<file path="src/rtl/mips_pkg.sv">
// Shared MIPS encodings and control-state codes for the fetch stage and the multicycle control FSM.
package mips_pkg;

    typedef enum logic [5:0] {
        OpFunct = 6'h00,
        OpBeq   = 6'h04,
        OpBne   = 6'h05,
        OpLui   = 6'h0f,
        OpLw    = 6'h23,
        OpSw    = 6'h2b
    } OpCodeEnum;

    typedef enum logic [5:0] {
        FnNop   = 6'h00,
        FnBreak = 6'h0d,
        FnAdd   = 6'h20,
        FnSub   = 6'h22,
        FnAnd   = 6'h24,
        FnXor   = 6'h26
    } FunctEnum;

    localparam logic [7:0] S_FETCH   = 8'd0;
    localparam logic [7:0] S_DELAY1  = 8'd1;
    localparam logic [7:0] S_DELAY2  = 8'd2;
    localparam logic [7:0] S_DECODE  = 8'd3;
    localparam logic [7:0] S_BEQ     = 8'd4;
    localparam logic [7:0] S_BNE     = 8'd5;
    localparam logic [7:0] S_LW      = 8'd6;
    localparam logic [7:0] S_SW      = 8'd7;
    localparam logic [7:0] S_LUI     = 8'd8;
    localparam logic [7:0] S_ADD     = 8'd9;
    localparam logic [7:0] S_AND     = 8'd10;
    localparam logic [7:0] S_SUB     = 8'd11;
    localparam logic [7:0] S_XOR     = 8'd12;
    localparam logic [7:0] S_BREAK   = 8'd13;
    localparam logic [7:0] S_NOP     = 8'd14;
    localparam logic [7:0] S_ILLEGAL = 8'd15;

    typedef enum logic [1:0] {
        StIdle,
        StWait,
        StHalt
    } fetch_state_e;

    function automatic logic op_known(input logic [5:0] op);
        case (op)
            OpFunct, OpBeq, OpBne, OpLui, OpLw, OpSw: return 1'b1;
            default:                                  return 1'b0;
        endcase
    endfunction

endpackage

</file>
<file path="src/rtl/fetch_funct_decode.sv">
// Combinational R-type funct -> control state code. FETCH_ILLEGAL_TRAP_EN maps unknown
// functs to S_ILLEGAL instead of S_NOP.
module fetch_funct_decode
    import mips_pkg::*;
(
    input  logic [5:0] funct_i,
    output logic [7:0] state_o,
    output logic       illegal_o
);

    always_comb begin
        state_o   = S_NOP;
        illegal_o = 1'b0;
        case (funct_i)
            FnAdd:   state_o = S_ADD;
            FnAnd:   state_o = S_AND;
            FnSub:   state_o = S_SUB;
            FnXor:   state_o = S_XOR;
            FnBreak: state_o = S_BREAK;
            FnNop:   state_o = S_NOP;
            default: begin
                illegal_o = 1'b1;
`ifdef FETCH_ILLEGAL_TRAP_EN
                state_o   = S_ILLEGAL;
`endif
            end
        endcase
    end

endmodule

</file>
<file path="src/rtl/instr_fetch_unit.sv">
// Fetch stage: reads memory at PC, waits out MEM_LATENCY, captures and decodes the word.
// FETCH_ILLEGAL_TRAP_EN adds a sticky illegal output and halts on unknown encodings.
module instr_fetch_unit
    import mips_pkg::*;
#(
    parameter int unsigned MEM_LATENCY = 3,
    parameter int unsigned CNT_W       = 16
) (
    input  logic             Clk,
    input  logic             Reset,
    input  logic             fetch_req,
    input  logic [31:0]      pc,
    output logic [31:0]      mem_addr,
    output logic             mem_rd,
    input  logic [31:0]      mem_rdata,
    output logic [31:0]      Instr,
    output logic [5:0]       Op,
    output logic [5:0]       Funct,
    output logic [4:0]       Rs,
    output logic [4:0]       Rt,
    output logic [4:0]       Rd,
    output logic [4:0]       Shamt,
    output logic [15:0]      Imm,
    output logic [7:0]       nextFunctState,
    output logic             instr_valid,
    output logic             busy,
    output logic             halted,
`ifdef FETCH_ILLEGAL_TRAP_EN
    output logic             illegal,
`endif
    output logic [CNT_W-1:0] fetch_count
);

    localparam logic [3:0] CntInit = 4'(MEM_LATENCY - 1);

    fetch_state_e     state_q, state_d;
    logic [3:0]       cnt_q, cnt_d;
    logic [31:0]      addr_q, addr_d;
    logic [31:0]      instr_q, instr_d;
    logic [7:0]       nfs_q, nfs_d;
    logic             valid_q, valid_d;
    logic [CNT_W-1:0] count_q, count_d;

    logic [7:0] dec_state;
    logic       dec_illegal;
    logic       is_break;
    logic       trap;
    logic       capture;

    fetch_funct_decode u_decode (
        .funct_i   (mem_rdata[5:0]),
        .state_o   (dec_state),
        .illegal_o (dec_illegal)
    );

    assign is_break = (mem_rdata[31:26] == OpFunct) && (mem_rdata[5:0] == FnBreak);
    assign capture  = (state_q == StWait) && (cnt_q == 4'd0);

`ifdef FETCH_ILLEGAL_TRAP_EN
    assign trap = !op_known(mem_rdata[31:26]) ||
                  ((mem_rdata[31:26] == OpFunct) && dec_illegal);
`else
    logic unused_dec_illegal;
    assign unused_dec_illegal = dec_illegal;
    assign trap = 1'b0;
`endif

    always_comb begin
        state_d = state_q;
        cnt_d   = cnt_q;
        addr_d  = addr_q;
        instr_d = instr_q;
        nfs_d   = nfs_q;
        valid_d = valid_q;
        count_d = count_q;
        case (state_q)
            StIdle: begin
                if (fetch_req) begin
                    addr_d  = pc;
                    cnt_d   = CntInit;
                    valid_d = 1'b0;
                    state_d = StWait;
                end
            end
            StWait: begin
                if (cnt_q != 4'd0) begin
                    cnt_d = cnt_q - 4'd1;
                end else begin
                    instr_d = mem_rdata;
                    nfs_d   = dec_state;
                    valid_d = 1'b1;
                    count_d = count_q + CNT_W'(1);
                    state_d = (is_break || trap) ? StHalt : StIdle;
                end
            end
            StHalt:  ;
            default: state_d = StIdle;
        endcase
    end

    always_ff @(posedge Clk) begin
        if (Reset) begin
            state_q <= StIdle;
            cnt_q   <= 4'd0;
            addr_q  <= 32'd0;
            instr_q <= 32'd0;
            nfs_q   <= S_NOP;
            valid_q <= 1'b0;
            count_q <= '0;
        end else begin
            state_q <= state_d;
            cnt_q   <= cnt_d;
            addr_q  <= addr_d;
            instr_q <= instr_d;
            nfs_q   <= nfs_d;
            valid_q <= valid_d;
            count_q <= count_d;
        end
    end

`ifdef FETCH_ILLEGAL_TRAP_EN
    logic illegal_q;
    always_ff @(posedge Clk) begin
        if (Reset) begin
            illegal_q <= 1'b0;
        end else if (capture && trap) begin
            illegal_q <= 1'b1;
        end
    end
    assign illegal = illegal_q;
`endif

    assign mem_addr       = addr_q;
    assign mem_rd         = (state_q == StWait);
    assign busy           = (state_q == StWait);
    assign halted         = (state_q == StHalt);
    assign Instr          = instr_q;
    assign nextFunctState = nfs_q;
    assign instr_valid    = valid_q;
    assign fetch_count    = count_q;

    assign Op    = instr_q[31:26];
    assign Rs    = instr_q[25:21];
    assign Rt    = instr_q[20:16];
    assign Rd    = instr_q[15:11];
    assign Shamt = instr_q[10:6];
    assign Funct = instr_q[5:0];
    assign Imm   = instr_q[15:0];

endmodule

</file>
<file path="config.mk">
export PLATFORM = sky130hd
export DESIGN_NAME = instr_fetch_unit
export DESIGN_NICKNAME = d
export VERILOG_FILES = /design/src/rtl/mips_pkg.sv /design/src/rtl/fetch_funct_decode.sv /design/src/rtl/instr_fetch_unit.sv
export SDC_FILE = /design/constraint.sdc
export NUM_CORES = 1
export LEC_CHECK = 0
export ABC_AREA = 1
export BUFFER_PORTS_ARGS = -buffer_cell sky130_fd_sc_hd__buf_4
export CAP_MARGIN = 20
export CELL_PAD_IN_SITES_DETAIL_PLACEMENT = 0
export CELL_PAD_IN_SITES_GLOBAL_PLACEMENT = 1
export CORE_ASPECT_RATIO = 0.9
export CORE_MARGIN = 3
export CORE_UTILIZATION = 28
export DETAILED_ROUTE_END_ITERATION = 8
export PLACE_DENSITY_LB_ADDON = 0.3
export SYNTH_ARGS = -nofsm -noshare
export SYNTH_HDL_FRONTEND = slang
export SYNTH_SLANG_ARGS = --single-unit
</file>
<file path="constraint.sdc">
create_clock -name Clk -period 1.3 [get_ports Clk]
set_input_delay 0.195 -clock Clk [delete_from_list [all_inputs] [get_ports Clk]]
set_output_delay 0.195 -clock Clk [all_outputs]
set_load 0.05 [all_outputs]
</file>
==> results of run 1 <==
path summary, 6_finish.rpt:
kind                 startpoint             end  slack (ns)  cells after the start
setup / recovery     state_q[0]            busy       -0.04                      4
hold / removal    mem_rdata[25]       Instr[25]        0.09                      3
setup reg to reg     state_q[0]  fetch_count[5]       -0.02                      8
hold reg to reg        cnt_q[0]        cnt_q[0]        0.47                      2
per-stage QoR:
stage                     cells  area [um^2]  utilization
after floorplan             536         4095            -
after global placement      876         5543       0.4072
after detailed placement    876         5543       0.4072
after CTS                   894         5941       0.4364
after global routing        901         6070       0.4459
final                       901         6070       0.4459
cells in the mapped netlist, drive strengths merged:
library cell / instances / area (um^2)
clkinv: 1 / 3.750
nor2: 160 / 658.1
nand2: 42 / 172.7
clkbuf: 14 / 52.55
buf: 62 / 447.9
ha: 3 / 37.54
conb: 2 / 7.510
a31oi: 3 / 18.77
o2111ai: 1 / 8.760
nand3: 12 / 77.58
xor2: 2 / 17.52
a21oi: 17 / 85.08
nand3b: 2 / 15.01
or2: 1 / 6.260
nand4: 5 / 31.28
inv: 35 / 131.4
o21ai: 76 / 380.4
dfxtp: 90 / 1802
nor3: 5 / 25.02
logic make-up after synthesis:
group / count (synthesis) / share of synthesized area
AND/OR/NAND/NOR: 227 / 0.2478
buffers and inverters: 112 / 0.1597
AO/OA/AOI/OAI: 97 / 0.1239
flip-flops: 90 / 0.4528
adder cells (fa/ha/maj): 3 / 0.009435
XOR/XNOR: 2 / 0.004403
other: 2 / 0.001887
worst register-to-register path: stages, from the launching register on:
cell,delay (ns)
dfxtp_4,0.36
inv_4,0.05
nor2_8,0.12
buf_6,0.12
nand3_4,0.09
nor2_4,0.18
buf_4,0.13
nand2_1,0.06
a21oi_2,0.14
what timing repair did:
action                     in CTS  in global routing
setup endpoints to repair      20                 87
setup buffers                   3                  6
gates cloned                    0                  1
gates resized for setup        17                 22
pin swaps                       6                  6
power by group through the flow:
| stage | clock [mW] | sequential, mW | combinational, mW |
|---|---|---|---|
| 5_1_grt | 3.04 | 3.19 | 3.08 |
| 2_1_floorplan | 0 | 3.91 | 1.40 |
| 3_3_place_gp | 0 | 3.21 | 2.82 |
| 6_report | 2.81 | 3.15 | 2.90 |
| 4_1_cts | 2.95 | 3.16 | 2.86 |
| 3_5_place_dp | 0 | 3.22 | 2.83 |
layer usage:
| layer | vias to the layer above | track usage | routed length, um |
|---|---|---|---|
| li1 | 1990 | - | - |
| met1 | 1732 | 0.1742 | 5067 |
| met2 | 134 | 0.2629 | 5990 |
| met3 | 14 | 0.04772 | 812 |
| met4 | 0 | 0.05577 | 197 |
| met5 | - | 0 | 0 |
cell type report:
cell class	count	area, um^2
flip-flops and latches	90	1839
well taps	189	236.5
clock inverters	3	41.29
multi-input cells	334	1637
inverters	36	142.6
clock buffers	12	289.0
fillers	1433	7543
repair buffers	237	1884
registers in the layout, indices dropped and copies added, names as in the netlist:
register and count:
Instr 32, mem_addr 32, cnt_q 4, state_q 2, nextFunctState 3, instr_valid 1
fetch_count 16
==> summary.txt, run 1 <==
Finish
  • Commonest non-fill, non-tap cell in the layout: buf_4
  • Nets: ~780
  • Share of cells above drive strength 1: 0.4242
  • # diodes: 0
  • Syn-to-layout area delta: 52.55%
  • Most frequent cells in the layout: buf_4, nor2_1, dfxtp_1, o21ai_0, nand2_1

STA
  • Tcrit/Tclk final: 1.028
  • Final Hold Fails: 0
  • Max Fclk: 748.2 MHz
  • Setup violations, final: 15
  • Post-route minimum period: 1.337 ns
  • RSZ-0062 raised after global routing: true
  • Post-route setup TNS: -0.2005 ns
  • Pins Over Slew Limit: 0
  • Clock skew: approximately 0.0028 ns
  • Final WS setup: -0.03663 ns
  • Hold WS: 0.09176 ns

Pwr
  • Ratio of total power to cell area: 1461 mW/mm^2
  • Share of total power in combinational logic: 0.327
  • Final Power: 8.868 mW
  • Leakage: about 2.8 nW
  • Psw: 3.201 mW
  • Flop pwr share: 0.356
  • Cell internal pwr: between 5 and 6 mW
  • Clock network fraction of design power: 0.317
  • Max VDD drop: about 0.53 mV
  • Net Sw Frac: 0.3609

Floorplanning
  • Core Area: between 0.01 and 0.015 mm^2
  • Num rows: 40
  • Die width: 131.7 um
  • Ports: between 200 and 250
  • Die area: between 0.015 and 0.02 mm^2
  • Die Ht: about 120 um
  • Starting Density: 0.2923

Route
  • Drt initial violations: between 150 and 200
  • DRT Wirelength: between 10 and 15 mm
  • Via/cell ratio: roughly 4.3
  • Drt first pass iters: 4
  • WL per Instance: roughly 13 um
  • # DRC: 0
  • Antenna-violating nets left: 0
  • Vias: 3870

Critical path
  • CP Buf/Inv Count: 3
  • Delay-heaviest family, CP: flip-flops
  • Critical Path Slowest Stage Cell: dfxtp_4
  • WP data arrival: 1.14 ns
  • Crit-path max cell delay: approximately 0.36 ns
  • CP Max Fanout: 4
  • CP required: ~1.1 ns
  • Critical path launch point type: register
  • Worst path cell trace: inv_4 -> nor2_8 -> buf_6 -> buf_8
  • Crit path capture type: primary output
  • Kind of critical path: reg -> out

Worst hold path
  • Min-delay worst type: in -> reg

Run status
  • Status: finished with violations
  • Failing checks: setup timing

Global route
  • Remaining Overflow, GRT: 0
  • First-pass GRT wire length: between 15 and 20 mm
  • GRT Total Usage: 0.1510
  • Initial antenna violation count: 0
  • Pin count of the biggest net entering global routing: 33
  • Number of global-route vias before repair: around 3700

Place
  • Worst slack, placed: -0.08029 ns
  • Final GP Congestion: just under 0.8
  • PortBufs: 201
  • Post-DP HPWL: between 9 and 10 mm

Job
  • MaxCap Viol Count: 0

Yosys
  • Syn Inst Count: ~530
  • Yosys cell types: 28
  • Seq/Total Area, Yosys: 0.4528
  • Synth Area per Inst: roughly 7.5 um^2
  • Yosys reg bits: 90
  • Synth Warn #: 0
  • Synthesized area: between 0.003 and 0.004 mm^2

Clocking
  • CTS Sinks: 90
  • Clock Latency Late Sink: around 0.34 ns
  • Clock Tree Root: clkbuf_16
  • TritonCTS clock tree: done
  • Hold_buf cts: 0
  • Reg clk slew, reported paths: about 0.06 ns
  • CTS HTree Levels: 3
  • Clock buffer count from CTS: 9
  • Clock Tree Buf Depth: 2
No activity file was read; power rests on OpenSTA's default activity.
==> run 2, diff against run 1 <==
--- a/config.mk
+++ b/config.mk
@@ -5,7 +5,6 @@
 export SDC_FILE = /design/constraint.sdc
 export NUM_CORES = 1
 export LEC_CHECK = 0
-export ABC_AREA = 1
 export BUFFER_PORTS_ARGS = -buffer_cell sky130_fd_sc_hd__buf_4
 export CAP_MARGIN = 20
 export CELL_PAD_IN_SITES_DETAIL_PLACEMENT = 0
==> summary.txt, run 2 <==
Pwr
  • Final Power: 8.055 mW (-9.2%)
  • Net Sw Frac: 0.3483 (-0.01267)
  • Cell internal pwr: 5.250 mW (-7.4%)
  • Leakage: 3.078 nW (+8.4%)
  • Ratio of total power to cell area: 1178 mW/mm^2 (-19%)
  • Flop pwr share: 0.380 (+0.024)
  • Share of total power in combinational logic: 0.325 (-0.002)
  • Psw: 2.805 mW (-12%)
  • Clock network fraction of design power: 0.295 (-0.022)
  • Max VDD drop: 0.9304 mV (+75%)

Finish
  • Nets: 757 (-2.7%)
  • # diodes: 0 (unchanged)
  • Syn-to-layout area delta: 77.00%
  • Most frequent cells in the layout: buf_4, nand2_1, dfxtp_1, a21oi_2, nand2_4
  • Share of cells above drive strength 1: 0.5997 (+0.1756)
  • Finished Cell Area: 0.006837 mm^2 (+13%)
  • Layout Cells excl Fill: 860 (-4.6%)
  • Final Core Density: 0.5097 (+0.06384)
  • Commonest non-fill, non-tap cell in the layout: buf_4

Critical path
  • Critical path launch point type: register
  • Kind of critical path: reg -> reg
  • CP Max Fanout: 5 (+1)
  • Crit-path max cell delay: 0.47 ns (+0.11 ns)
  • Delay-heaviest family, CP: simple AND/OR/NAND/NOR gates
  • WP data arrival: 1.98 ns (+0.84 ns)
  • Worst path cell trace: inv_2 -> ha_4 -> nand4bb_1 -> or4_4 -> or3_1 -> a21oi_2
  • Critical Path Slowest Stage Cell: or4_4
  • CP Buf/Inv Count: 1 (-2)
  • Crit path capture type: register
  • CP required: 1.58 ns (+0.47 ns)

Route
  • Antenna-violating nets left: 0 (unchanged)
  • Via/cell ratio: 4.556 (+6.1%)
  • Metal1 wirelength: 5.420 mm (+7.0%)
  • # DRC: 0 (unchanged)
  • Top Metal Used: met4
  • Vias: 3918 (+1.2%)
  • Metal3 WL: 1.091 mm (+34%)
  • Drt first pass iters: 4 (unchanged)
  • DRT Wirelength: 13.01 mm (+7.8%)
  • Drt initial violations: 152 (-7.3%)
  • Wire length on met2: 6.370 mm (+6.3%)
  • WL per Instance: 15.13 um (+13%)

Clocking
  • CTS Sinks: 90 (unchanged)
  • Clock Tree Root: clkbuf_16
  • Clock buffer count from CTS: 9 (unchanged)
  • Reg clk slew, reported paths: 0.06 ns (about the same)
  • Clock Tree Buf Depth: 2 (unchanged)
  • TritonCTS clock tree: done
  • CTS HTree Levels: 3 (unchanged)
  • Clock Latency Late Sink: 0.34 ns (about the same)

STA
  • Max Fclk: 587.4 MHz (-21%)
  • RSZ-0062 raised after global routing: true
  • Setup violations, final: 93 (+78)
  • Final Hold Fails: 0 (unchanged)
  • Clock skew: 0.006228 ns (+0.003412 ns)
  • Tcrit/Tclk final: 1.310 (+0.2815)
  • Post-route minimum period: 1.703 ns (+0.3659 ns)
  • Final WS setup: -0.4025 ns (-0.3659 ns)
  • Pins Over Slew Limit: 0 (unchanged)

Place
  • PortBufs: 201 (unchanged)
  • Placed Cells: 819 (-6.5%)
  • Placement Cell Area: 0.005627 mm^2 (+1.5%)
  • Final GP Congestion: 0.7822 (-1.6%)
  • Post-DP HPWL: 8.541 mm (-6.5%)

Yosys
  • Seq/Total Area, Yosys: 0.4665 (+0.01364)
  • Dominant synthesized flop cell: dfxtp_1
  • Synth Warn #: 0 (unchanged)
  • Largest area contributor in the netlist: dfxtp_1
  • Synth Area per Inst: 8.080 um^2 (+8.2%)
  • Yosys cell types: 43 (+54%)
  • Most frequent cell after synthesis: nand2_1
  • Number of enable flip-flop cells after synthesis: 0 (unchanged)
  • Synthesized area: 0.003862 mm^2 (-2.9%)
  • Share of the synthesized area in the top cell type: 0.4665 (+0.01364)
  • Top post-synthesis cells by count: nand2_1, dfxtp_1, a21oi_1, buf_4, clkbuf_1
  • Syn Inst Count: 478 (-10%)
  • FFs w/ async S/R, synth: 0 (unchanged)
  • Synth top area cells: dfxtp_1, nand2_1, buf_4, a21oi_1, clkbuf_1
  • Yosys reg bits: 90 (unchanged)

Floorplanning
  • Core Area: 0.01341 mm^2 (-1.5%)
  • Die Ht: 117.4 um (-1.4%)
  • Die area: 0.01524 mm^2 (-2.8%)
  • Ports: 207 (unchanged)
  • Die width: 129.8 um (-1.4%)
  • Num rows: 40 (unchanged)
  • Starting Density: 0.2880 (-0.004313)

Job
  • MaxCap Viol Count: 0 (unchanged)

Global route
  • Number of global-route vias before repair: 3931 (+7.5%)
  • First-pass GRT wire length: 20.18 mm (+6.1%)
  • Initial antenna violation count: 0 (unchanged)
  • Pin count of the biggest net entering global routing: 57 (+73%)
  • GRT Total Usage: 0.1643 (+0.01332)
  • Remaining Overflow, GRT: 0 (unchanged)

Run status
  • Failing checks: setup timing
  • Status: finished with violations

Worst hold path
  • Min-delay worst type: in -> reg
==> run 2: changes by cell type after synthesis, moves of 4 or more <==
cell / previous run / this run
a21oi_1: 17 / 75
clkbuf_1: 14 / 20
inv_1: 33 / 8
nand2_1: 40 / 138
nand3_1: 10 / 3
nand4b_1: 0 / 4
nor2_1: 154 / 15
o21ai_0: 75 / 5
or3_1: 0 / 5
xnor2_1: 0 / 6
==> run 2: metal layers <==
metal | global-route usage | vias up
li1 | - | 1938
met1 | 0.2026 | 1822
met2 | 0.2722 | 147
met3 | 0.05783 | 11
met4 | 0.04156 | 0
met5 | 0 | -
==> run 2: power groups by stage <==
stage                     clock network (mW)  logic, mW  registers, mW
after CTS                               2.47       2.51           3.05
after detailed placement                   0       2.15           3.09
after floorplan                            0       1.06           3.55
after global routing                    2.58       2.76           3.08
final                                   2.37       2.62           3.06
after global placement                     0       2.13           3.08
==> run 2: cell families (layout without fill, tap and decap cells) <==
| logic type | Yosys count | in the layout | synth area share |
|---|---|---|---|
| buffers and inverters | 87 | 298 | 0.1386 |
| and+or+nand+nor | 195 | 195 | 0.2332 |
| muxes | 1 | 1 | 0.002592 |
| xor gates and xnor gates | 11 | 11 | 0.02494 |
| adders and majority gates | 3 | 3 | 0.009719 |
| DFF | 90 | 90 | 0.4665 |
| AOI/OAI and AO/OA | 89 | 89 | 0.1225 |
| other | 2 | 5 | 0.001944 |
==> run 2: worst paths after layout <==
| path | start | to | slack (ns) | cells after the start |
|---|---|---|---|---|
| setup reg to reg | cnt_q[0] | fetch_count[13] | -0.40 | 6 |
| setup / recovery | cnt_q[0] | fetch_count[13] | -0.40 | 6 |
| hold reg to reg | nextFunctState[0] | nextFunctState[0] | 0.46 | 2 |
| hold / removal | pc[7] | mem_addr[7] | 0.1 | 3 |
==> run 2: cell type report <==
cell class,instances,area (um^2)
clock buffers,13,250.2
clock inverters,3,15.01
fillers,1254,6576
inverters,8,33.78
multi-input cells,304,2161
flip-flops and latches,90,1846
well taps,168,210.2
repair buffers,274,2321
==> run 2: through the flow <==
step / setup TNS, ns / worst slack [ns] / hold slack [ns]
6_report: -25.13 / -0.4025 / 0.09818
5_1_grt: -31.20 / -0.4948 / 0.08924
4_1_cts: -23.56 / -0.3573 / 0.08885
3_5_place_dp: -19.96 / -0.3681 / 0.4477
3_3_place_gp: -18.44 / -0.3275 / 0.4414
2_1_floorplan: -14.22 / -0.3685 / 0.3310
==> run 2: worst register-to-register path, cell delays in order, from the launching register on <==
cell and delay, ns:
dfxtp_2 0.33, inv_2 0.07, ha_4 0.14, nand4bb_1 0.16, or4_4 0.47, or3_1 0.34, a21oi_2 0.13
==> run 2: repair_timing <==
item	CTS	global route
setup buffers	17	3
pin swaps	80	22
cloned	5	2
endpoints found under the setup margin	91	93
resized for setup	105	60
hold buffers	0	0
